==> src/rtl/pill_filler_pkg.sv <==
// rtl/pill_filler_pkg.sv - state, error and beeper encodings shared by the pill filler controller
package pill_filler_pkg;

  typedef enum logic [2:0] {
    ST_SETTING   = 3'd0,
    ST_RUNNING   = 3'd1,
    ST_SWITCHING = 3'd2,
    ST_DONE      = 3'd3,
    ST_ERROR     = 3'd4,
    ST_FATAL     = 3'd5
`ifdef PILL_FILLER_PAUSE_EN
    , ST_PAUSED  = 3'd6
`endif
  } state_t;

  localparam logic [1:0] ERR_NONE     = 2'd0;
  localparam logic [1:0] ERR_HOPPER   = 2'd1;
  localparam logic [1:0] ERR_CONVEYOR = 2'd2;

  localparam logic [1:0] BEEP_OFF    = 2'd0;
  localparam logic [1:0] BEEP_STEADY = 2'd1;
  localparam logic [1:0] BEEP_SLOW   = 2'd2;
  localparam logic [1:0] BEEP_FAST   = 2'd3;

  function automatic logic [3:0] bcd_digit_inc(input logic [3:0] d);
    return (d >= 4'd9) ? 4'd0 : d + 4'd1;
  endfunction

  function automatic logic [1:0] beep_for(input state_t s);
    case (s)
      ST_DONE:  return BEEP_STEADY;
      ST_ERROR: return BEEP_SLOW;
      ST_FATAL: return BEEP_FAST;
      default:  return BEEP_OFF;
    endcase
  endfunction

endpackage

==> src/rtl/pill_filler_bcd_counter.sv <==
// rtl/pill_filler_bcd_counter.sv - N-digit BCD counter with clear, increment and next-value match
module bcd_counter
  import pill_filler_pkg::*;
#(
  parameter int DIGITS = 3
) (
  input  logic                clk_1khz,
  input  logic                switch_clr,
  input  logic                clr,
  input  logic                inc,
  input  logic [4*DIGITS-1:0] target,
  output logic [4*DIGITS-1:0] value,
  output logic                inc_match
);

  logic [4*DIGITS-1:0] value_inc;
  logic                carry;

  // Ripple the +1 through the digits; a digit only advances while every lower digit wrapped.
  always_comb begin
    value_inc = value;
    carry     = 1'b1;
    for (int i = 0; i < DIGITS; i++) begin
      if (carry) begin
        value_inc[4*i +: 4] = bcd_digit_inc(value[4*i +: 4]);
        carry               = (value[4*i +: 4] == 4'd9);
      end
    end
  end

  assign inc_match = (value_inc == target);

  always_ff @(posedge clk_1khz) begin
    if (!switch_clr) begin
      value <= '0;
    end else if (clr) begin
      value <= '0;
    end else if (inc) begin
      value <= value_inc;
    end
  end

endmodule

==> src/rtl/pill_filler_ctrl.sv <==
// rtl/pill_filler_ctrl.sv - pill bottling line controller; define PILL_FILLER_PAUSE_EN for btn_pause/PAUSED
module pill_filler_ctrl
  import pill_filler_pkg::*;
#(
  parameter int PILL_DIGITS   = 3,
  parameter int BOTTLE_DIGITS = 2,
  parameter int TICK_DIV      = 1000,
  parameter int SWITCH_SEC    = 2,
  parameter int HOPPER_SEC    = 5,
  localparam int POS_W        = $clog2(PILL_DIGITS + BOTTLE_DIGITS)
) (
  input  logic                       clk_1khz,
  input  logic                       switch_clr,
  input  logic                       btn_pos,
  input  logic                       btn_inc,
  input  logic                       btn_start,
  input  logic                       btn_ack,
`ifdef PILL_FILLER_PAUSE_EN
  input  logic                       btn_pause,
`endif
  input  logic                       emergency_stop,
  input  logic                       hopper_level,
  input  logic                       conveyor_ok,
  output logic [2:0]                 state,
  output logic [POS_W-1:0]           position,
  output logic [4*PILL_DIGITS-1:0]   target_pills,
  output logic [4*BOTTLE_DIGITS-1:0] target_bottles,
  output logic [4*PILL_DIGITS-1:0]   now_pills,
  output logic [4*BOTTLE_DIGITS-1:0] now_bottles,
  output logic [1:0]                 err_code,
  output logic [1:0]                 beep_mode
);

  localparam int NUM_POS = PILL_DIGITS + BOTTLE_DIGITS;
  localparam int MAX_SEC = (SWITCH_SEC > HOPPER_SEC) ? SWITCH_SEC : HOPPER_SEC;
  localparam int TIMER_W = $clog2(MAX_SEC + 1);
  localparam int PRESC_W = (TICK_DIV > 1) ? $clog2(TICK_DIV) : 1;
  localparam logic [TIMER_W-1:0] HOPPER_LOAD = TIMER_W'(HOPPER_SEC);
  localparam logic [TIMER_W-1:0] SWITCH_LOAD = TIMER_W'(SWITCH_SEC);

  state_t                     state_q, state_d;
  logic [1:0]                 err_d;
  logic [POS_W-1:0]           pos_d;
  logic [4*PILL_DIGITS-1:0]   tp_d;
  logic [4*BOTTLE_DIGITS-1:0] tb_d;
  logic [PRESC_W-1:0]         presc;
  logic [TIMER_W-1:0]         timer, timer_val;
  logic                       tick, expire, hop_prev, hop_edge, run_en, start_ok;
  logic                       timer_load, timer_clr;
  logic                       pills_clr, pills_inc, pills_match;
  logic                       bottles_clr, bottles_inc, bottles_match;

  assign state    = state_q;
  assign hop_edge = hopper_level & ~hop_prev;
  assign tick     = (presc == PRESC_W'(TICK_DIV - 1));
  // Fires on the tick that would take the timer to zero, so a load of N ends exactly N*TICK_DIV cycles later.
  assign expire   = tick && (timer <= TIMER_W'(1));

`ifdef PILL_FILLER_PAUSE_EN
  state_t saved_q;
  assign run_en = (state_q != ST_PAUSED) && (state_d != ST_PAUSED);
`else
  assign run_en = 1'b1;
`endif

  bcd_counter #(.DIGITS(PILL_DIGITS)) u_pills (
    .clk_1khz  (clk_1khz),
    .switch_clr(switch_clr),
    .clr       (pills_clr),
    .inc       (pills_inc),
    .target    (target_pills),
    .value     (now_pills),
    .inc_match (pills_match)
  );

  bcd_counter #(.DIGITS(BOTTLE_DIGITS)) u_bottles (
    .clk_1khz  (clk_1khz),
    .switch_clr(switch_clr),
    .clr       (bottles_clr),
    .inc       (bottles_inc),
    .target    (target_bottles),
    .value     (now_bottles),
    .inc_match (bottles_match)
  );

  always_comb begin
    state_d     = state_q;
    err_d       = err_code;
    pos_d       = position;
    tp_d        = target_pills;
    tb_d        = target_bottles;
    timer_load  = 1'b0;
    timer_clr   = 1'b0;
    timer_val   = HOPPER_LOAD;
    pills_clr   = 1'b0;
    pills_inc   = 1'b0;
    bottles_clr = 1'b0;
    bottles_inc = 1'b0;
    start_ok    = btn_start && (target_pills != '0) && (target_bottles != '0);

    if (emergency_stop) begin
      state_d = ST_FATAL;
    end else begin
      case (state_q)
        ST_SETTING: begin
          if (btn_inc && !start_ok) begin
            for (int i = 0; i < PILL_DIGITS; i++)
              if (position == POS_W'(i))
                tp_d[4*i +: 4] = bcd_digit_inc(target_pills[4*i +: 4]);
            for (int i = 0; i < BOTTLE_DIGITS; i++)
              if (position == POS_W'(PILL_DIGITS + i))
                tb_d[4*i +: 4] = bcd_digit_inc(target_bottles[4*i +: 4]);
          end
          if (btn_pos)
            pos_d = (position == POS_W'(NUM_POS - 1)) ? '0 : position + POS_W'(1);
          if (start_ok) begin
            pills_clr   = 1'b1;
            bottles_clr = 1'b1;
            timer_load  = 1'b1;
            timer_val   = HOPPER_LOAD;
            state_d     = ST_RUNNING;
          end
        end
        ST_RUNNING: begin
`ifdef PILL_FILLER_PAUSE_EN
          if (btn_pause) state_d = ST_PAUSED; else
`endif
          if (hop_edge) begin
            if (pills_match) begin
              pills_clr   = 1'b1;
              bottles_inc = 1'b1;
              if (bottles_match) begin
                state_d = ST_DONE;
              end else begin
                timer_load = 1'b1;
                timer_val  = SWITCH_LOAD;
                state_d    = ST_SWITCHING;
              end
            end else begin
              pills_inc  = 1'b1;
              timer_load = 1'b1;
              timer_val  = HOPPER_LOAD;
            end
          end else if (expire) begin
            err_d   = ERR_HOPPER;
            state_d = ST_ERROR;
          end
        end
        ST_SWITCHING: begin
`ifdef PILL_FILLER_PAUSE_EN
          if (btn_pause) state_d = ST_PAUSED; else
`endif
          if (expire) begin
            if (conveyor_ok) begin
              timer_load = 1'b1;
              timer_val  = HOPPER_LOAD;
              state_d    = ST_RUNNING;
            end else begin
              err_d   = ERR_CONVEYOR;
              state_d = ST_ERROR;
            end
          end
        end
        ST_DONE: begin
          if (btn_ack) begin
            pills_clr   = 1'b1;
            bottles_clr = 1'b1;
            state_d     = ST_SETTING;
          end
        end
        ST_ERROR: begin
          if (btn_ack) begin
            if (err_code == ERR_HOPPER) begin
              timer_load = 1'b1;
              timer_val  = HOPPER_LOAD;
              err_d      = ERR_NONE;
              state_d    = ST_RUNNING;
            end else if ((err_code == ERR_CONVEYOR) && conveyor_ok) begin
              timer_load = 1'b1;
              timer_val  = SWITCH_LOAD;
              err_d      = ERR_NONE;
              state_d    = ST_SWITCHING;
            end
          end
        end
        ST_FATAL: begin
          if (btn_ack) begin
            pills_clr   = 1'b1;
            bottles_clr = 1'b1;
            timer_clr   = 1'b1;
            err_d       = ERR_NONE;
            state_d     = ST_SETTING;
          end
        end
`ifdef PILL_FILLER_PAUSE_EN
        ST_PAUSED: begin
          if (btn_pause) state_d = saved_q;
        end
`endif
        default: state_d = ST_SETTING;
      endcase
    end
  end

  always_ff @(posedge clk_1khz) begin
    if (!switch_clr) begin
      state_q        <= ST_SETTING;
      position       <= '0;
      target_pills   <= '0;
      target_bottles <= '0;
      err_code       <= ERR_NONE;
      beep_mode      <= BEEP_OFF;
      presc          <= '0;
      timer          <= '0;
      hop_prev       <= 1'b0;
`ifdef PILL_FILLER_PAUSE_EN
      saved_q        <= ST_RUNNING;
`endif
    end else begin
      state_q        <= state_d;
      position       <= pos_d;
      target_pills   <= tp_d;
      target_bottles <= tb_d;
      err_code       <= err_d;
      beep_mode      <= beep_for(state_d);
      hop_prev       <= hopper_level;
      if (timer_clr) begin
        presc <= '0;
        timer <= '0;
      end else if (timer_load) begin
        presc <= '0;
        timer <= timer_val;
      end else if (run_en) begin
        presc <= tick ? '0 : presc + PRESC_W'(1);
        if (tick && (timer != '0)) timer <= timer - TIMER_W'(1);
      end
`ifdef PILL_FILLER_PAUSE_EN
      if ((state_q != ST_PAUSED) && (state_d == ST_PAUSED)) saved_q <= state_q;
`endif
    end
  end

endmodule

==> config.mk <==
export PLATFORM = sky130hd
export DESIGN_NAME = pill_filler_ctrl
export DESIGN_NICKNAME = d
export VERILOG_FILES = /design/src/rtl/pill_filler_pkg.sv /design/src/rtl/pill_filler_bcd_counter.sv /design/src/rtl/pill_filler_ctrl.sv
export SDC_FILE = /design/constraint.sdc
export NUM_CORES = 1
export LEC_CHECK = 0
export BUFFER_PORTS_ARGS = -buffer_cell sky130_fd_sc_hd__buf_4
export CORE_MARGIN = 2
export CORE_UTILIZATION = 53
export DETAILED_ROUTE_END_ITERATION = 16
export PLACE_DENSITY_LB_ADDON = 0.08
export SLEW_MARGIN = 20
export SYNTH_ARGS = -nofsm -noshare
export SYNTH_HDL_FRONTEND = slang
export SYNTH_SLANG_ARGS = --single-unit
export TNS_END_PERCENT = 30
==> constraint.sdc <==
create_clock -name clk_1khz -period 2.88 [get_ports clk_1khz]
set_input_delay 0.864 -clock clk_1khz [delete_from_list [all_inputs] [get_ports clk_1khz]]
set_output_delay 0.864 -clock clk_1khz [all_outputs]
set_load 0.02 [all_outputs]
==> flow_summary.yaml, run 1 <==
outcome:
  outcome: "complete, no violations"
setup_path:
  crit_slowest_cell: "or4_4"
  critPathCaptureType: "flip-flop"
  path_class: "flip-flop to flip-flop"
  rrSetupSlack_ns: 0.05
  cp_slowest_stage_delay_ns: 0.62
  crit_chain: "inv_4, ha_4, or3b_4, a21boi_1, a21oi_1, xnor2_1, or4_4, o21ai_2, clkbuf_4, nand2_1, a21oi_1"
  reg2reg_depth: 11
  crit_top_cell: "a21oi_1"
  crit_path_start: "u_pills.value[9]"
  required_ns: 3.15
  r2r_start: "u_pills.value[9]"
  cp-endpoint: "u_pills.value[0]"
  crit_arrival_ns: 3.11
  cp_max_fo: 6
  start_kind: "flip-flop"
  r2r_end: "u_pills.value[0]"
final_layout:
  antenna_cells: 0
  syn2layout_area_growth_pct: 36.0
  drive_gt1_share_pct: 32.0
  fill_cells: 639
  nets: 743
  postLayoutCellArea_um2: 6150
  post-route-util_pct: 74.5
clocking:
  clock-root-buffer: "clkbuf_8"
  path_clk_slew_ns: 0.08
  cts_sinks: 64
  h-tree-depth: 3
  cts_tree: "built"
  clockBufferDepth: 2
  clk_latency_ns: 0.35
  ctsHoldBuffers: 0
  cts_buffers: 9
sta:
  fin_skew_ns: 0.00779
  hold_viol: 0
  tightest_slew_ns: 0.421
  min_period_ns: 2.83
  finalWorstSetupSlack_ns: 0.0452
  drv_slew: 0
  max_freq_ghz: 0.353
  post-route-period-util_pct: 98.4
  relSlewSlack_pct: 71.8
  setup_viol: 0
  rsz0062_at_grt: "true"
  fin_hold_ws_ns: 0.469
route:
  drtPass1Iterations: 5
  wl_um: 12400
  avgRoutedWirePerCell_um: 15.5
  num_vias: 4556
  drc_errors: 0
  drt_iter0_drc: 214
  routed_via_density: 5.68
  antenna_left: 0
floorplan:
  rows: 33
  dieWidth_um: 96.4
  floorplan.die_area_um2: 9290
  fp.dieH_um: 96.4
  core_um2: 8260
  initial_core_util_pct: 54.8
  io_pins: 59
synth:
  synth_cells: 561
  syn_nets: 612
  ys_async_sr_fraction_pct: 0
  synth_edf_count: 0
  synth_warnings: 0
  yosys.area_share.simple_pct: 26.6
  synthMuxAreaShare_pct: 2.46
  synth_ff_type: "dfxtp_1"
  synth_area_per_cell_um2: 8.06
  yosysUniqueCellTypes: 66
  synth_top_family_by_area: "simple AND/OR/NAND/NOR gates"
  synthAdderAreaFrac_pct: 11.8
  yosysSeqAreaShare_pct: 28.3
  synth_area_um2: 4520
  synthXorXnorAreaFrac_pct: 5.62
  synth_compound_area_share_pct: 19.5
  ys_ff_latch: 64
placement:
  place_area_um2: 5550
  dpl.hpwl_um: 8800
  dp_slack_ns: -0.133
  numPortBuffers: 58
  gp_congestion: 0.920
power_and_ir_drop:
  switching_share_pct: 26.8
  peakVddDrop_mv: 0.262
  intPower_uw: 1430
  pwr-share-clk_pct: 42.4
  combPwrFrac_pct: 10.9
  powerDensity_nw_per_um2: 318
  power_frac_seq_pct: 46.7
  switchingPower_uw: 523
  leakage_uw: 0.00261
  total_power_uw: 1950
grt:
  grt_max_degree: 18
  grt_pass1_wl_um: 18900
  antenna_found_initial: 0
  grt_pass1_vias: 4038
  grt_use_total_pct: 26.1
  overflow: 0
hold_path:
  worst_hold_path_type: "flip-flop to flip-flop"
flow_run:
  maxCapViolations: 0
==> how the worst min path moves through the flow <==
stage | slack [ns] | cells after the start | endpoint | startpoint
floorplan | 0.43 | 1 | presc[0] | presc[0]
global placement | 0.45 | 1 | presc[0] | presc[0]
detailed placement | 0.46 | 1 | presc[0] | presc[0]
CTS | 0.47 | 1 | presc[0] | presc[0]
global route | 0.50 | 1 | presc[0] | presc[0]
finish | 0.47 | 1 | presc[0] | presc[0]
==> flip-flops by register name (all words and copies together) (netlist names), 3 cells and up <==
| register | flops |
|---|---|
| timer | 3 |
| target_pills | 12 |
| presc | 10 |
| u_pills.value | 12 |
| position | 3 |
| u_bottles.value | 8 |
| state | 3 |
| target_bottles | 8 |
==> routing by layer <==
layer  track usage [%]  part of all wire, %  vias up
met1              34.1                   45     2150
li1                  -                    -     2260
met5                 0                    0        -
met3              4.46                  4.8       24
met2              44.7                   49      122
met4              6.10                  1.4        0
==> power by group through the flow <==
stage          clock network (uW)  logic (uW)  registers [uW]
5_1_grt                       876         234             916
3_5_place_dp                    0         192             935
6_report                      828         212             914
2_1_floorplan                   0         112             943
3_3_place_gp                    0         188             934
4_1_cts                       832         197             915
==> metrics by stage <==
step	setup TNS [ns]	std cells
6_report	0	802
3_3_place_gp	-0.168	773
4_1_cts	0	789
3_5_place_dp	-0.839	773
5_1_grt	-1.31	802
2_1_floorplan	0	561
==> critical path: cells and delay by family (launching register included) <==
kind | cells | cell delay (ns)
AO/OA/AOI/OAI | 4 | 0.70
XOR/XNOR | 1 | 0.18
adder cells (fa/ha/maj) | 1 | 0.15
buffers and inverters | 2 | 0.29
flip-flops | 1 | 0.35
AND/OR/NAND/NOR | 3 | 1.10
==> cells in the mapped netlist, drive strengths merged (5+ instances only) <==
cell type / number / share of area [%]
nand3b: 9 / 1.6
and2: 7 / 0.97
nor2: 68 / 5.6
nand3: 17 / 2.2
ha: 42 / 12
inv: 37 / 3.1
a31oi: 5 / 0.69
dfxtp: 64 / 28
buf: 9 / 1.3
xnor2: 16 / 3.1
and3: 7 / 0.97
or3b: 5 / 0.97
nor2b: 12 / 1.7
a21oi: 36 / 4.0
nor3: 11 / 1.3
nand2: 41 / 3.4
o2111ai: 6 / 1.2
o21ai: 24 / 2.7
o211ai: 7 / 1.2
mux2i: 10 / 2.2
a41oi: 5 / 0.97
o31ai: 5 / 0.83
nand2b: 13 / 1.8
clkbuf: 15 / 1.2
a211oi: 8 / 1.4
xor2: 13 / 2.5
nand4: 6 / 0.83
==> area by class of cell <==
class / instances / area [um^2] / share of cell area, %
clock buffers: 11 / 151 / 2.46
clock inverters: 5 / 55.1 / 0.895
inverters: 37 / 144 / 2.34
multi-input cells: 437 / 3270 / 53.1
flip-flops and latches: 64 / 1300 / 21.1
well taps: 105 / 131 / 2.14
repair buffers: 143 / 1100 / 17.9
==> repair_timing <==
action | in CTS | in global routing
gates cloned | 0 | 2
setup buffers | 0 | 11
pin swaps | 0 | 26
hold endpoints to repair | 0 | 0
gates resized for setup | 10 | 65
endpoints found under the setup margin | 17 | 41
==> logic make-up (layout without fill, tap and decap cells) <==
group,after synthesis,count (layout)
mux,11,11
xor+xnor,29,29
flops,64,64
fa+ha+maj,43,43
buf+inv,61,196
simple gates,225,226
compound gates,128,128
==> cell usage in the layout, fill, tap and decap left out, types with 6 or more instances in the layout <==
master	count
dfxtp_1	55
buf_4	134
nand3_1	16
nand2_1	39
nor2_2	6
o211ai_1	7
nand3b_1	8
and2_1	7
xor2_1	13
a211oi_1	6
clkbuf_8	11
inv_1	33
dfxtp_2	6
a21oi_1	36
buf_6	8
nand4_1	6
nor3_1	10
nand2b_1	12
and3_1	6
ha_1	37
o21ai_0	18
nor2b_1	12
nor2_1	62
xnor2_1	15
mux2i_1	9
o2111ai_1	6
Note: power is estimated with default switching activity, not from simulation.
==> run 2, diff against run 1 <==
--- a/config.mk
+++ b/config.mk
@@ -13,5 +13,6 @@
 export SLEW_MARGIN = 20
 export SYNTH_ARGS = -nofsm -noshare
 export SYNTH_HDL_FRONTEND = slang
+export SYNTH_HIERARCHICAL = 1
 export SYNTH_SLANG_ARGS = --single-unit
 export TNS_END_PERCENT = 30
==> constraint.sdc (replaced) <==
create_clock -name clk_1khz -period 2.5 [get_ports clk_1khz]
set_input_delay 0.75 -clock clk_1khz [delete_from_list [all_inputs] [get_ports clk_1khz]]
set_output_delay 0.75 -clock clk_1khz [all_outputs]
set_load 0.02 [all_outputs]
==> run 2 against run 1 <==
  * The flow now finishes with violations (negative setup slack)
  * First-iteration DRC count down 16%
  * Worst setup slack worse by 0.51 ns
  * Routed wire length up 2.7%
  * Cell count up 1.5%
  * Critical path depth up 3
  * Utilization up 1.3 points
  * Clock power up 17%
  * Total power up 17%
  * Sequential cell count unchanged
  * Combinational power up 21%
  * Clock skew up 0.0057 ns
  * Global-route usage up 1.7 points
  * Largest power group unchanged
==> flow_summary.yaml, run 2 <==
route:
  wl_um: 12700
  routed_via_density: 5.73
  drtPass1Iterations: 4
  num_vias: 4664
  antenna_left: 0
  drc_errors: 0
  avgRoutedWirePerCell_um: 15.6
  drt_iter0_drc: 180
clocking:
  clk_latency_ns: 0.35
  h-tree-depth: 3
  clock-root-buffer: "clkbuf_8"
  cts_sinks: 64
  cts_buffers: 9
  ctsHoldBuffers: 0
  cts_tree: "built"
  path_clk_slew_ns: 0.07
  clockBufferDepth: 2
synth:
  yosysUniqueCellTypes: 74
  ys_async_sr_fraction_pct: 0
  yosysTopAreaCellShare_pct: 28.3
  synth_commonest_cells: "dfxtp_1 (64), nor2_1 (46), ha_1 (42)"
  synth_edf_count: 0
  synth_warnings: 6
  ys_ff_latch: 64
  synth_area_per_cell_um2: 8.22
  synth_area_leaders: "dfxtp_1 (28%), ha_1 (12%), nor2_1 (3.8%)"
  syn_nets: 602
  synth_area_um2: 4530
  synth_cells: 551
  synth_top_area_cell: "dfxtp_1"
  yosysSeqAreaShare_pct: 28.3
  yosysMostFrequentCell: "dfxtp_1"
  synth_ff_type: "dfxtp_1"
hold_path:
  worst_hold_path_type: "flip-flop to flip-flop"
  min-delay-start: "presc[0]"
setup_path:
  path_class: "flip-flop to flip-flop"
  critPathCaptureType: "flip-flop"
  r2r_start: "u_pills/value[1]"
  reg2reg_depth: 14
  crit_path_start: "u_pills/value[1]"
  required_ns: 2.70
  cp-endpoint: "beep_mode[0]"
  rrSetupSlack_ns: -0.46
  start_kind: "flip-flop"
  cp_max_fo: 7
  r2r_end: "beep_mode[0]"
  crit_arrival_ns: 3.17
grt:
  overflow: 0
  grt_pass1_vias: 4428
  grt_use_total_pct: 27.8
  antenna_found_initial: 0
  grt_pass1_wl_um: 20300
  grt_max_degree: 21
floorplan:
  fp.dieH_um: 96.4
  io_pins: 59
  core_um2: 8260
  floorplan.die_area_um2: 9300
  initial_core_util_pct: 54.8
  rows: 33
  dieWidth_um: 96.4
power_and_ir_drop:
  power_frac_seq_pct: 46.2
  leakage_uw: 0.00266
  total_power_uw: 2280
  intPower_uw: 1710
  pwr-share-clk_pct: 42.6
  switchingPower_uw: 578
  switching_share_pct: 25.3
  peakVddDrop_mv: 0.301
  powerDensity_nw_per_um2: 365
  combPwrFrac_pct: 11.3
sta:
  post-route-period-util_pct: 119
  min_period_ns: 2.96
  relSlewSlack_pct: 59.8
  rsz0062_at_grt: "true"
  setup_viol: 36
  max_freq_ghz: 0.337
  hold_viol: 0
  drv_slew: 0
  finalWorstSetupSlack_ns: -0.465
  fin_skew_ns: 0.0135
  tightest_slew_ns: 0.601
outcome:
  outcome: "finished with violations"
  failed_checks: "negative setup slack"
placement:
  dpl.hpwl_um: 9350
  gp_congestion: 0.920
  numPortBuffers: 58
final_layout:
  layout_commonest_cell: "buf_4"
  fill_cells: 653
  final_cell_mix: "buf_4 (152), dfxtp_1 (58), nor2_1 (45), ha_1 (39), inv_1 (34)"
  nets: 755
  post-route-util_pct: 75.7
  syn2layout_area_growth_pct: 38.2
  antenna_cells: 0
  reg_top3: "target_pills x12, u_pills/value x12, presc x10"
  drive_gt1_share_pct: 34.7
flow_run:
  maxCapViolations: 0
[run 2: cell types whose count changed after synthesis, sizes merged, moves of 5 or more]
cell   previous run  this run
nor3             11        20
nor2             68        46
or3               4        10
nand2            41        34
nor3b             2         7
o21ai            24        34
nand3            17        29
a31oi             5        10
buf               9         4
[run 2: stage by stage]
stage	hold slack [ns]	setup WS [ns]	std cells	cell area (um^2)	TNS [ns]
floorplan	0.424	-0.507	551	4620	-6.32
global placement	0.435	-0.350	792	5820	-8.29
detailed placement	0.439	-0.477	792	5820	-11.54
CTS	0.451	-0.404	811	6120	-10.07
global route	0.496	-0.639	814	6250	-18.84
finish	0.467	-0.465	814	6250	-12.02
[run 2: power groups by stage]
| stage | Combinational, uW | Clock [uW] | Sequential (uW) |
|---|---|---|---|
| 2_1_floorplan | 125 | 0 | 1090 |
| 3_3_place_gp | 224 | 0 | 1080 |
| 3_5_place_dp | 231 | 0 | 1080 |
| 4_1_cts | 239 | 983 | 1050 |
| 5_1_grt | 279 | 1050 | 1060 |
| 6_report | 257 | 972 | 1050 |
[run 2: timing repair]
item / in CTS / in global routing
endpoints found under the setup margin: 36 / 40
buffers inserted: 3 / 3
pin swaps: 2 / 13
gates resized for setup: 17 / 25
cloned: 0 / 1
[run 2: cell families (layout without fill, tap and decap cells)]
family / count (synthesis) / count (layout) / share of synthesized area (%)
AO/OA/AOI/OAI: 124 / 125 / 18.6
flip-flops: 64 / 64 / 28.3
multiplexers: 11 / 11 / 2.43
buffers and inverters: 53 / 210 / 4.67
adder cells (fa/ha/maj): 42 / 42 / 11.6
XOR/XNOR: 24 / 24 / 4.64
AND/OR/NAND/NOR: 233 / 233 / 29.8
[run 2: final cells by class]
| cell class | instances | area [um^2] | share of cell area (%) |
|---|---|---|---|
| clock buffer | 10 | 128 | 2.04 |
| clock inverter | 6 | 83.8 | 1.34 |
| inverter | 37 | 141 | 2.26 |
| multi-input combinational | 435 | 3270 | 52.2 |
| sequential | 64 | 1300 | 20.8 |
| tap | 105 | 131 | 2.10 |
| timing repair buffer | 157 | 1210 | 19.3 |
[run 2: worst min-delay path by stage]
stage                     endpoint  slack, ns  cells past startpoint
final                     presc[0]       0.47                      1
after global placement    presc[0]       0.44                      1
after CTS                 presc[0]       0.45                      1
after detailed placement  presc[0]       0.44                      1
after global routing      presc[0]       0.50                      1
after floorplan           presc[0]       0.42                      1
[run 2: layer usage]
layer / GRT usage, % / routed length [um] / up-vias
met5: 0 / 0 / -
met4: 9.27 / 327 / 0
met3: 5.59 / 577 / 35
met2: 50.8 / 6540 / 123
met1: 32.2 / 5290 / 2222
li1: - / - / 2284
[run 2: critical path, cell delays in order (launching register included)]
cell and delay [ns]:
dfxtp_4 0.35, inv_4 0.07, ha_4 0.14, and3b_2 0.26, and2_4 0.22, a211oi_2 0.08
a2111oi_2 0.34, nand4_1 0.19, nor4_4 0.23, buf_4 0.20, nand2b_1 0.06, a311oi_1 0.27
o211a_1 0.18, a31oi_1 0.09, a21boi_0 0.14
